File: src/rtl/i2c_condition_generator_if.sv
// Command handshake and bus-level signals of i2c_condition_generator.
// slave: the condition generator itself; master: the byte FSM / pad side that drives it.
interface i2c_condition_generator_if;
    logic       i_tick;
    logic       i_cmd_valid;
    logic [1:0] i_cmd;
    logic       o_cmd_ready;
    logic       i_scl;
    logic       i_sda;
    logic       o_scl;
    logic       o_sda;
    logic       o_done;
    logic       o_arb_lost;
    logic       o_timeout;

    modport slave (
        input  i_tick, i_cmd_valid, i_cmd, i_scl, i_sda,
        output o_cmd_ready, o_scl, o_sda, o_done, o_arb_lost, o_timeout
    );

    modport master (
        output i_tick, i_cmd_valid, i_cmd, i_scl, i_sda,
        input  o_cmd_ready, o_scl, o_sda, o_done, o_arb_lost, o_timeout
    );
endinterface

File: src/rtl/i2c_condition_generator.sv
// I2C START / repeated START / STOP generator with tick-timed phases and SCL stretch support.
// Optional macro I2C_COND_TIMEOUT_EN adds an abort when SCL is held low too long in P1.
module i2c_condition_generator #(
    parameter int unsigned PHASE_TICKS     = 2,
    parameter int unsigned STRETCH_TIMEOUT = 1024,
    parameter int unsigned TCNT_W          = 16
) (
    input  logic                        i_clk,
    input  logic                        i_rst_n,
    i2c_condition_generator_if.slave    io_bus
);

    typedef enum logic [2:0] {StIdle, StP0, StP1, StP2, StP3} state_e;

    localparam logic [1:0] CmdStart  = 2'b00;
    localparam logic [1:0] CmdRstart = 2'b01;
    localparam logic [1:0] CmdStop   = 2'b10;
    localparam logic [1:0] CmdRsvd   = 2'b11;

    localparam logic [TCNT_W-1:0] PhaseLast = TCNT_W'(PHASE_TICKS - 1);

    if (PHASE_TICKS == 0 || TCNT_W == 0 || STRETCH_TIMEOUT == 0 ||
        (64'(PHASE_TICKS) >> TCNT_W) != 64'd0 ||
        (64'(STRETCH_TIMEOUT) >> TCNT_W) != 64'd0) begin : g_bad_params
        $error("i2c_condition_generator: TCNT_W too narrow or zero tick count");
    end

    // Line drive per command and phase, packed as {scl, sda}.
    function automatic logic [1:0] f_drive(input logic [1:0] cmd, input state_e st);
        logic [1:0] d;
        d = 2'b11;
        case (cmd)
            CmdStart: begin
                case (st)
                    StP2:    d = 2'b10;
                    StP3:    d = 2'b00;
                    default: d = 2'b11;
                endcase
            end
            CmdRstart: begin
                case (st)
                    StP0:    d = 2'b01;
                    StP2:    d = 2'b10;
                    StP3:    d = 2'b00;
                    default: d = 2'b11;
                endcase
            end
            CmdStop: begin
                case (st)
                    StP0:    d = 2'b00;
                    StP1:    d = 2'b10;
                    default: d = 2'b11;
                endcase
            end
            default: d = 2'b11;
        endcase
        return d;
    endfunction

    function automatic state_e f_next(input state_e st);
        state_e n;
        case (st)
            StP0:    n = StP1;
            StP1:    n = StP2;
            StP2:    n = StP3;
            default: n = StIdle;
        endcase
        return n;
    endfunction

    state_e            r_state;
    logic [1:0]        r_cmd;
    logic [TCNT_W-1:0] r_cnt;
    logic              r_scl;
    logic              r_sda;
    logic              r_done;
    logic              r_arb_lost;

    logic w_count;
    logic w_busy;
    logic w_arb_phase;
    logic w_abort;
    logic w_tmo;

    // In P1 the phase clock only runs once the slave has let SCL go high.
    assign w_count     = (r_state != StP1) || io_bus.i_scl;
    assign w_busy      = (r_cmd == CmdStart) && (r_state == StP0) &&
                         !(io_bus.i_scl && io_bus.i_sda);
    assign w_arb_phase = (r_cmd != CmdStop) ? (r_state == StP1)
                                            : (r_state == StP2 || r_state == StP3);
    assign w_abort     = w_busy || (w_arb_phase && r_sda && !io_bus.i_sda);

`ifdef I2C_COND_TIMEOUT_EN
    localparam logic [TCNT_W-1:0] StretchLast = TCNT_W'(STRETCH_TIMEOUT - 1);

    logic [TCNT_W-1:0] r_scnt;
    logic              r_timeout;

    assign w_tmo = (r_state == StP1) && !io_bus.i_scl && (r_scnt == StretchLast);
    assign io_bus.o_timeout = r_timeout;
`else
    assign w_tmo = 1'b0;
    assign io_bus.o_timeout = 1'b0;
`endif

    always_ff @(posedge i_clk or negedge i_rst_n) begin
        if (!i_rst_n) begin
            r_state    <= StIdle;
            r_cmd      <= CmdStart;
            r_cnt      <= '0;
            r_scl      <= 1'b1;
            r_sda      <= 1'b1;
            r_done     <= 1'b0;
            r_arb_lost <= 1'b0;
`ifdef I2C_COND_TIMEOUT_EN
            r_scnt     <= '0;
            r_timeout  <= 1'b0;
`endif
        end else begin
            r_done     <= 1'b0;
            r_arb_lost <= 1'b0;
`ifdef I2C_COND_TIMEOUT_EN
            r_timeout  <= 1'b0;
`endif
            if (r_state == StIdle) begin
                // Ticks in the acceptance cycle are deliberately ignored.
                if (io_bus.i_cmd_valid) begin
                    r_cnt <= '0;
`ifdef I2C_COND_TIMEOUT_EN
                    r_scnt <= '0;
`endif
                    if (io_bus.i_cmd == CmdRsvd) begin
                        r_done <= 1'b1;
                    end else begin
                        r_cmd            <= io_bus.i_cmd;
                        r_state          <= StP0;
                        {r_scl, r_sda}   <= f_drive(io_bus.i_cmd, StP0);
                    end
                end
            end else if (io_bus.i_tick) begin
                if (w_abort || w_tmo) begin
                    r_state    <= StIdle;
                    r_scl      <= 1'b1;
                    r_sda      <= 1'b1;
                    r_cnt      <= '0;
                    r_arb_lost <= w_abort;
`ifdef I2C_COND_TIMEOUT_EN
                    r_timeout  <= !w_abort;
`endif
                end else if (w_count) begin
                    if (r_cnt == PhaseLast) begin
                        r_cnt <= '0;
                        if (r_state == StP3) begin
                            r_state <= StIdle;
                            r_done  <= 1'b1;
                        end else begin
                            r_state        <= f_next(r_state);
                            {r_scl, r_sda} <= f_drive(r_cmd, f_next(r_state));
                        end
                    end else begin
                        r_cnt <= r_cnt + TCNT_W'(1);
                    end
                end
`ifdef I2C_COND_TIMEOUT_EN
                else begin
                    r_scnt <= r_scnt + TCNT_W'(1);
                end
`endif
            end
        end
    end

    assign io_bus.o_cmd_ready = (r_state == StIdle);
    assign io_bus.o_scl       = r_scl;
    assign io_bus.o_sda       = r_sda;
    assign io_bus.o_done      = r_done;
    assign io_bus.o_arb_lost  = r_arb_lost;

endmodule

File: src/flat_wrapper.sv
// flat-port wrapper written by rule: the top's interface ports become plain ports
module i2c_condition_generator_flat 
#(
    parameter int unsigned PHASE_TICKS     = 2,
    parameter int unsigned STRETCH_TIMEOUT = 1024,
    parameter int unsigned TCNT_W          = 16
)
  (i_clk, i_rst_n, io_bus_i_tick, io_bus_i_cmd_valid, io_bus_i_cmd, io_bus_i_scl, io_bus_i_sda, io_bus_o_cmd_ready, io_bus_o_scl, io_bus_o_sda, io_bus_o_done, io_bus_o_arb_lost, io_bus_o_timeout);
  i2c_condition_generator_if io_bus_i ();
  input  logic i_clk;
  input  logic i_rst_n;
  input wire logic [$bits(io_bus_i.i_tick)-1:0] io_bus_i_tick;
  input wire logic [$bits(io_bus_i.i_cmd_valid)-1:0] io_bus_i_cmd_valid;
  input wire logic [$bits(io_bus_i.i_cmd)-1:0] io_bus_i_cmd;
  input wire logic [$bits(io_bus_i.i_scl)-1:0] io_bus_i_scl;
  input wire logic [$bits(io_bus_i.i_sda)-1:0] io_bus_i_sda;
  output wire logic [$bits(io_bus_i.o_cmd_ready)-1:0] io_bus_o_cmd_ready;
  output wire logic [$bits(io_bus_i.o_scl)-1:0] io_bus_o_scl;
  output wire logic [$bits(io_bus_i.o_sda)-1:0] io_bus_o_sda;
  output wire logic [$bits(io_bus_i.o_done)-1:0] io_bus_o_done;
  output wire logic [$bits(io_bus_i.o_arb_lost)-1:0] io_bus_o_arb_lost;
  output wire logic [$bits(io_bus_i.o_timeout)-1:0] io_bus_o_timeout;
  assign io_bus_i.i_tick = io_bus_i_tick;
  assign io_bus_i.i_cmd_valid = io_bus_i_cmd_valid;
  assign io_bus_i.i_cmd = io_bus_i_cmd;
  assign io_bus_i.i_scl = io_bus_i_scl;
  assign io_bus_i.i_sda = io_bus_i_sda;
  assign io_bus_o_cmd_ready = io_bus_i.o_cmd_ready;
  assign io_bus_o_scl = io_bus_i.o_scl;
  assign io_bus_o_sda = io_bus_i.o_sda;
  assign io_bus_o_done = io_bus_i.o_done;
  assign io_bus_o_arb_lost = io_bus_i.o_arb_lost;
  assign io_bus_o_timeout = io_bus_i.o_timeout;
  i2c_condition_generator #(.PHASE_TICKS(PHASE_TICKS), .STRETCH_TIMEOUT(STRETCH_TIMEOUT), .TCNT_W(TCNT_W)) u_core (.i_clk(i_clk), .i_rst_n(i_rst_n), .io_bus(io_bus_i));
endmodule
File: config.mk
export PLATFORM = sky130hd
export DESIGN_NAME = i2c_condition_generator_flat
export DESIGN_NICKNAME = d
export VERILOG_FILES = /design/src/rtl/i2c_condition_generator_if.sv /design/src/rtl/i2c_condition_generator.sv /design/src/flat_wrapper.sv
export SDC_FILE = /design/constraint.sdc
export NUM_CORES = 1
export LEC_CHECK = 0
export BUFFER_PORTS_ARGS = -buffer_cell sky130_fd_sc_hd__buf_2
export CAP_MARGIN = 10
export CELL_PAD_IN_SITES_DETAIL_PLACEMENT = 1
export CELL_PAD_IN_SITES_GLOBAL_PLACEMENT = 2
export CORE_ASPECT_RATIO = 0.9
export CORE_MARGIN = 4
export CORE_UTILIZATION = 40
export DETAILED_ROUTE_END_ITERATION = 10
export PLACE_DENSITY_LB_ADDON = 0.1
export SLEW_MARGIN = 20
export SYNTH_ARGS = -nofsm -noshare
export SYNTH_HDL_FRONTEND = slang
export SYNTH_SLANG_ARGS = --single-unit
File: constraint.sdc
create_clock -name i_clk -period 5.1 [get_ports i_clk]
set_input_delay 0.51 -clock i_clk [delete_from_list [all_inputs] [get_ports i_clk]]
set_output_delay 0.51 -clock i_clk [all_outputs]
set_load 0.02 [all_outputs]
## Yosys cells after proc, flatten, opt, wreduce, memory -nomap -nowiden

Index checks and enable logic that the tools add are counted.

| storage, ports and cells | value |
|---|---|
| output and inout bits | 6 |
| input port bits | 8 |
| word-level logic and storage cells | 101 |
| register bits after elaboration | 25 |

| operators by class | value |
|---|---|
| reduce and logical (&&, ||, !) cells | 19 |
| bitwise gates (word level) | 1 |
| add/sub/neg operators | 1 |
| equal/unequal tests | 19 |
| multiplexer cells | 54 |

Operator list:

| cell | count |
|---|---|
| 2-to-1 mux 16 bit | 6 |
| 2-to-1 mux 3 bit | 14 |
| 2-to-1 mux 1 bit | 28 |
| adder 16 x 1 -> 16 bit, second input constant | 1 |
| == test 16 x 1 -> 1 bit, second input constant | 1 |
| == test 3 x 2 -> 1 bit, second input constant | 4 |
| one-hot mux 2 bit (2 select lines) | 3 |
| one-hot mux 2 bit (3 select lines) | 2 |
| one-hot mux 3 bit (3 select lines) | 1 |
| == test 2 bit, second input constant | 3 |
| == test 3 x 1 -> 1 bit, second input constant | 2 |
| == test 3 bit, second input constant | 2 |
| != test 2 bit, second input constant | 3 |
| != test 3 x 2 -> 1 bit, second input constant | 2 |
| AND reduction 3 bit | 2 |
| AND reduction 6 bit | 1 |
| nonzero test 3 bit | 2 |
| logical AND 1 bit | 5 |
| AND reduction 5 bit | 1 |
| == test 2 x 1 -> 1 bit, second input constant | 2 |
| zero test 3 bit | 1 |
| logical OR 1 bit | 3 |
| zero test 1 bit | 2 |
| zero test 2 bit | 1 |
| other kinds (2) | 2 |

## Logic depth before layout (Yosys ltp)

| logic depth | value |
|---|---|
| depth after elaboration | 18 |
| depth in mapped cells | 8 |
| mapped depth without buffers | 7 |

## Worst setup path after synthesis

No wires, ideal clock.

| timing | value |
|---|---|
| path kind | register to register |
| start point | reg u_core.r_state[0] |
| end point | reg u_core.r_state[2] |
| path slack | 3.117 ns |
| library setup time | 0.125 ns |
| cell stages (with the launch flop) | 7 |
| path buffers | 1 |
| arrival | 1.858 ns |
| path through | dfrtp_1 > buf_2 > nor3_1 > nand2_1 > o21bai_1 > o21ai_1 > mux2_2 |

| between the ends | value |
|---|---|
| elaborated cells between the ends (all ways) | 27 |

RTL lines:

| element | line | text |
|---|---|---|
| start, declared | i2c_condition_generator.sv:71 | `state_e r_state;` |
| start signal, assigned | i2c_condition_generator.sv:108 | `r_state <= StIdle;` |
| start signal, assigned | i2c_condition_generator.sv:136 | `r_state <= StP0;` |
| start signal, assigned | i2c_condition_generator.sv:142 | `r_state <= StIdle;` |
| zero test 3 bit (*) | - |  |
| named net io_bus_o_cmd_ready | flat_wrapper.sv:17 | `output wire logic [$bits(io_bus_i.o_cmd_ready)-1:0] io_bus_o_cmd_ready;` |
| != test 2 bit (no source line) (tied with other cells) | - |  |
| AND reduction 5 bit (no source line) | - |  |

The timed path passes the listed nets; every way through them passes the cells marked *. The select of a mux whose other input is x is not followed.
A chain may end at the register's enable or synchronous reset.

## Final worst setup path

| timing | value |
|---|---|
| start point | reg u_core.r_state[1] |
| end point | reg u_core.r_cnt[9] |

| between the ends | value |
|---|---|
| cells in the longest elaborated chain, start to end | 9 |
| elaborated cells between the ends (all ways) | 21 |

RTL lines:

| element | line | text |
|---|---|---|
| == test 3 x 2 -> 1 bit / == test 3 bit (equally long branches) | i2c_condition_generator.sv:90 | `: (r_state == StP2 \|\| r_state == StP3);` |
| logical OR 1 bit | i2c_condition_generator.sv:90 |  |
| 2-to-1 mux 1 bit | i2c_condition_generator.sv:89 | `assign w_arb_phase = (r_cmd != CmdStop) ? (r_state == StP1)` |
| logical AND 1 bit (2 in series) | i2c_condition_generator.sv:91 | `assign w_abort = w_busy \|\| (w_arb_phase && r_sda && !io_bus.i_sda);` |
| logical OR 1 bit | i2c_condition_generator.sv:91 |  |
| 2-to-1 mux 16 bit | i2c_condition_generator.sv:141 | `if (w_abort \|\| w_tmo) begin` |
| 2-to-1 mux 16 bit | i2c_condition_generator.sv:140 | `end else if (io_bus.i_tick) begin` |
| 2-to-1 mux 16 bit | i2c_condition_generator.sv:125 | `if (r_state == StIdle) begin` |
| end signal, assigned | i2c_condition_generator.sv:161 | `r_cnt <= r_cnt + TCNT_W'(1);` |
| end, declared | i2c_condition_generator.sv:73 | `logic [TCNT_W-1:0] r_cnt;` |

Several ways; a longest one is shown, not always the timed one. The select of a mux whose other input is x is not followed.

==> impl_metrics.ini <==
[status]
status = finished, final reports clean

[critical_path]
worstPathMaxFanout = 15
cp-end-kind = register
crit_required_ns = 5.28
cp-start-kind = register
worstPathArrival_ns = 2.67
worstSetupPathType = reg -> reg

[pwr]
peakVddDrop_v = 0.0002079
power_density_nw_per_um2 = 451.5
p_leak_nw = 0.7168
finalPower_uw = 803.3

[timing]
hold_slack_ns = 0.2210
setup_viol = 0
setup-tns-final_ns = 0
clock.fmax_mhz = 402.0
period_needed_ns = 2.488
hold_viol = 0
finalCritPeriodShare = 0.4878
slew_headroom = 0.2668
tightest_slew_ns = 1.096
slew_violations = 0
clock_skew_ns = 0.004296
rsz0062_at_grt = false

[placed_design]
dp_hpwl_microns = 2945
dpl-instance-area_sq_um = 1724
portBuffers = 12
place_congestion = 0.8313

[synth]
synth.avg_cell_area_sq_um = 9.941
synth_compound_area_frac = 0.1167
synth_cell_types = 51
synth_top_area_frac = 0.3509
async_flop_share = 1.000
yosys.area.top_type = dfrtp_1
synth_top_family_by_area = simple AND/OR/NAND/NOR gates
synth_area_leaders = dfrtp_1 (35%), xnor2_1 (8.0%), nor3_1 (5.8%)
dominantRegCellSynth = dfrtp_1
muxShareOfSynthArea = 0.04653
syn-num-nets = 177
synth_cells = 165
synth_area_sq_um = 1640
synth-edff-count = 0
synth_xor_area_frac = 0.08009
synth_top_cells_by_count = dfrtp_1 (23), nor3_1 (19), xnor2_1 (15)
ys_warn_count = 0
yosysMostFrequentCell = dfrtp_1
synth.ff_latch_count = 25
yosysSeqAreaShare = 0.3829
synth-simple-area-share = 0.3089
synth_fa_ha_area_frac = 0.03051

[clock_tree]
ctsHoldBuffers = 0
cts.reportedPaths.clkPinSlew_ns = 0.09
clk_path_buf_depth = 2
post_cts_resize_count = 0
cts_tree = yes
clk-insertion-delay-late_ns = 0.27
cts_sinks = 25
htree_levels = 1
cts_inserted_buffers = 3
root_buffer = clkbuf_8
cts_setup_buffers = 0

[finish]
syn2layout_area_growth_pct = 8.467
antenna_cells = 0
drive_gt1_frac = 0.2241
fin_area_sq_um = 1779
finish.utilization = 0.4638
fillers = 442
fin_nets = 187

[global_route]
grt_pass1_wl_microns = 6824
gr-total-overflow = 0
grt_pass1_vias = 1314
antenna_found_initial = 0
grt_max_degree = 26
grtUsageTotal = 0.1761

[route]
ant_nets = 0
wl_per_cell_microns = 17.82
viasPerCell = 5.759
drc = 0
first_pass_iters = 4
first_iter_violations = 119
drt-total-wl_microns = 3920
vias = 1267

[floorplanning]
fp.dieH_microns = 68.75
die_x_microns = 75.50
ios = 14
rows = 21
initial_utilization = 0.4276
dieArea_sq_um = 5191
core_area_sq_um = 3836

[hold_path]
hold_class = in -> async

[flow_run]
cap_violations = 0
## where the power goes
group | switching, mW | total, mW | leakage [nW] | internal, mW
Clock | 0.0635 | 0.119 | 0.0217 | 0.0554
Combinational | 0.233 | 0.377 | 0.363 | 0.144
Sequential | 0.0679 | 0.307 | 0.332 | 0.239
Total | 0.364 | 0.803 | 0.717 | 0.439
## worst max-delay path, cell delays in order, from the launching register on
cell,delay [ns]
dfrtp_1,0.57
o31a_1,0.47
nor2_1,0.86
nor4b_1,0.17
xnor2_1,0.18
nor3_1,0.16
## cell families after synthesis
logic type                 Yosys count
AOI/OAI and AO/OA                   26
xor gates and xnor gates            15
DFF                                 25
other                                1
buffers and inverters               11
and+or+nand+nor                     76
adders and majority gates            4
muxes                                7
## area by class of cell
| class | count | area (sq um) | share of cell area |
|---|---|---|---|
| clock inverter | 1 | 7.507 | 0.004219 |
| clock buffer | 3 | 41.29 | 0.02321 |
| tap | 46 | 57.56 | 0.03235 |
| inverter | 3 | 11.26 | 0.006329 |
| sequential | 25 | 628.1 | 0.3530 |
| multi-input combinational | 129 | 965.9 | 0.5429 |
| timing repair buffer | 13 | 67.56 | 0.03797 |
## final timing paths
kind | from | to | slack, ns | cells past startpoint
setup / recovery | u_core.r_state[1] | u_core.r_cnt[9] | 2.61 | 5
hold / removal | i_rst_n | u_core.r_state[0] | 0.22 | 1
setup reg to reg | u_core.r_state[1] | u_core.r_cnt[9] | 2.61 | 5
hold reg to reg | u_core.r_cnt[0] | u_core.r_cnt[0] | 0.55 | 1
max in group asynchronous | i_rst_n | u_core.io_bus.o_scl | 4.51 | 1
min in group i_clk | io_bus_i_cmd[0] | u_core.r_cmd[0] | 0.51 | 2
## sequential cells by signal, summed over array words and instances, names as in the netlist
name and cells:
u_core.r_state 3, u_core.io_bus.o_arb_lost 1, u_core.r_cmd 2, u_core.r_cnt 16, u_core.io_bus.o_done 1, u_core.io_bus.o_sda 1, u_core.io_bus.o_scl 1
## layout by cell type (no fill, tap or decap), types with 2 or more instances in the layout
master / Yosys / final
nor2_1: 9 / 9
o21ai_0: 5 / 5
o211ai_1: 2 / 2
o21ai_1: 2 / 2
nor3_2: 5 / 5
dfrtp_1: 23 / 23
nand4_1: 5 / 5
nand2_1: 9 / 9
nand2b_1: 3 / 3
nor4b_1: 3 / 3
nor3_1: 19 / 19
and3_1: 2 / 2
buf_2: 6 / 12
dfstp_2: 2 / 2
clkbuf_8: 0 / 3
ha_1: 4 / 4
nand3_1: 3 / 3
a31oi_1: 2 / 2
a21o_1: 2 / 2
xnor2_1: 15 / 15
mux2i_1: 2 / 2
nor4_4: 2 / 2
o21bai_1: 2 / 2
and4_1: 2 / 2
inv_1: 3 / 3
nor4_1: 3 / 3
mux2_2: 5 / 5
## per-layer routing
metal	GRT usage	wire length, microns
met5	0	0
met2	0.2575	1693
met1	0.2658	2079
met4	0.03275	17
met3	0.03913	130
## stage by stage
step,setup WS [ns],instances
6_report,2.612,220
5_1_grt,2.399,220
4_1_cts,2.457,220
3_5_place_dp,2.512,216
3_3_place_gp,2.624,216
2_1_floorplan,3.117,165
Power figures use the tool's default switching activity.
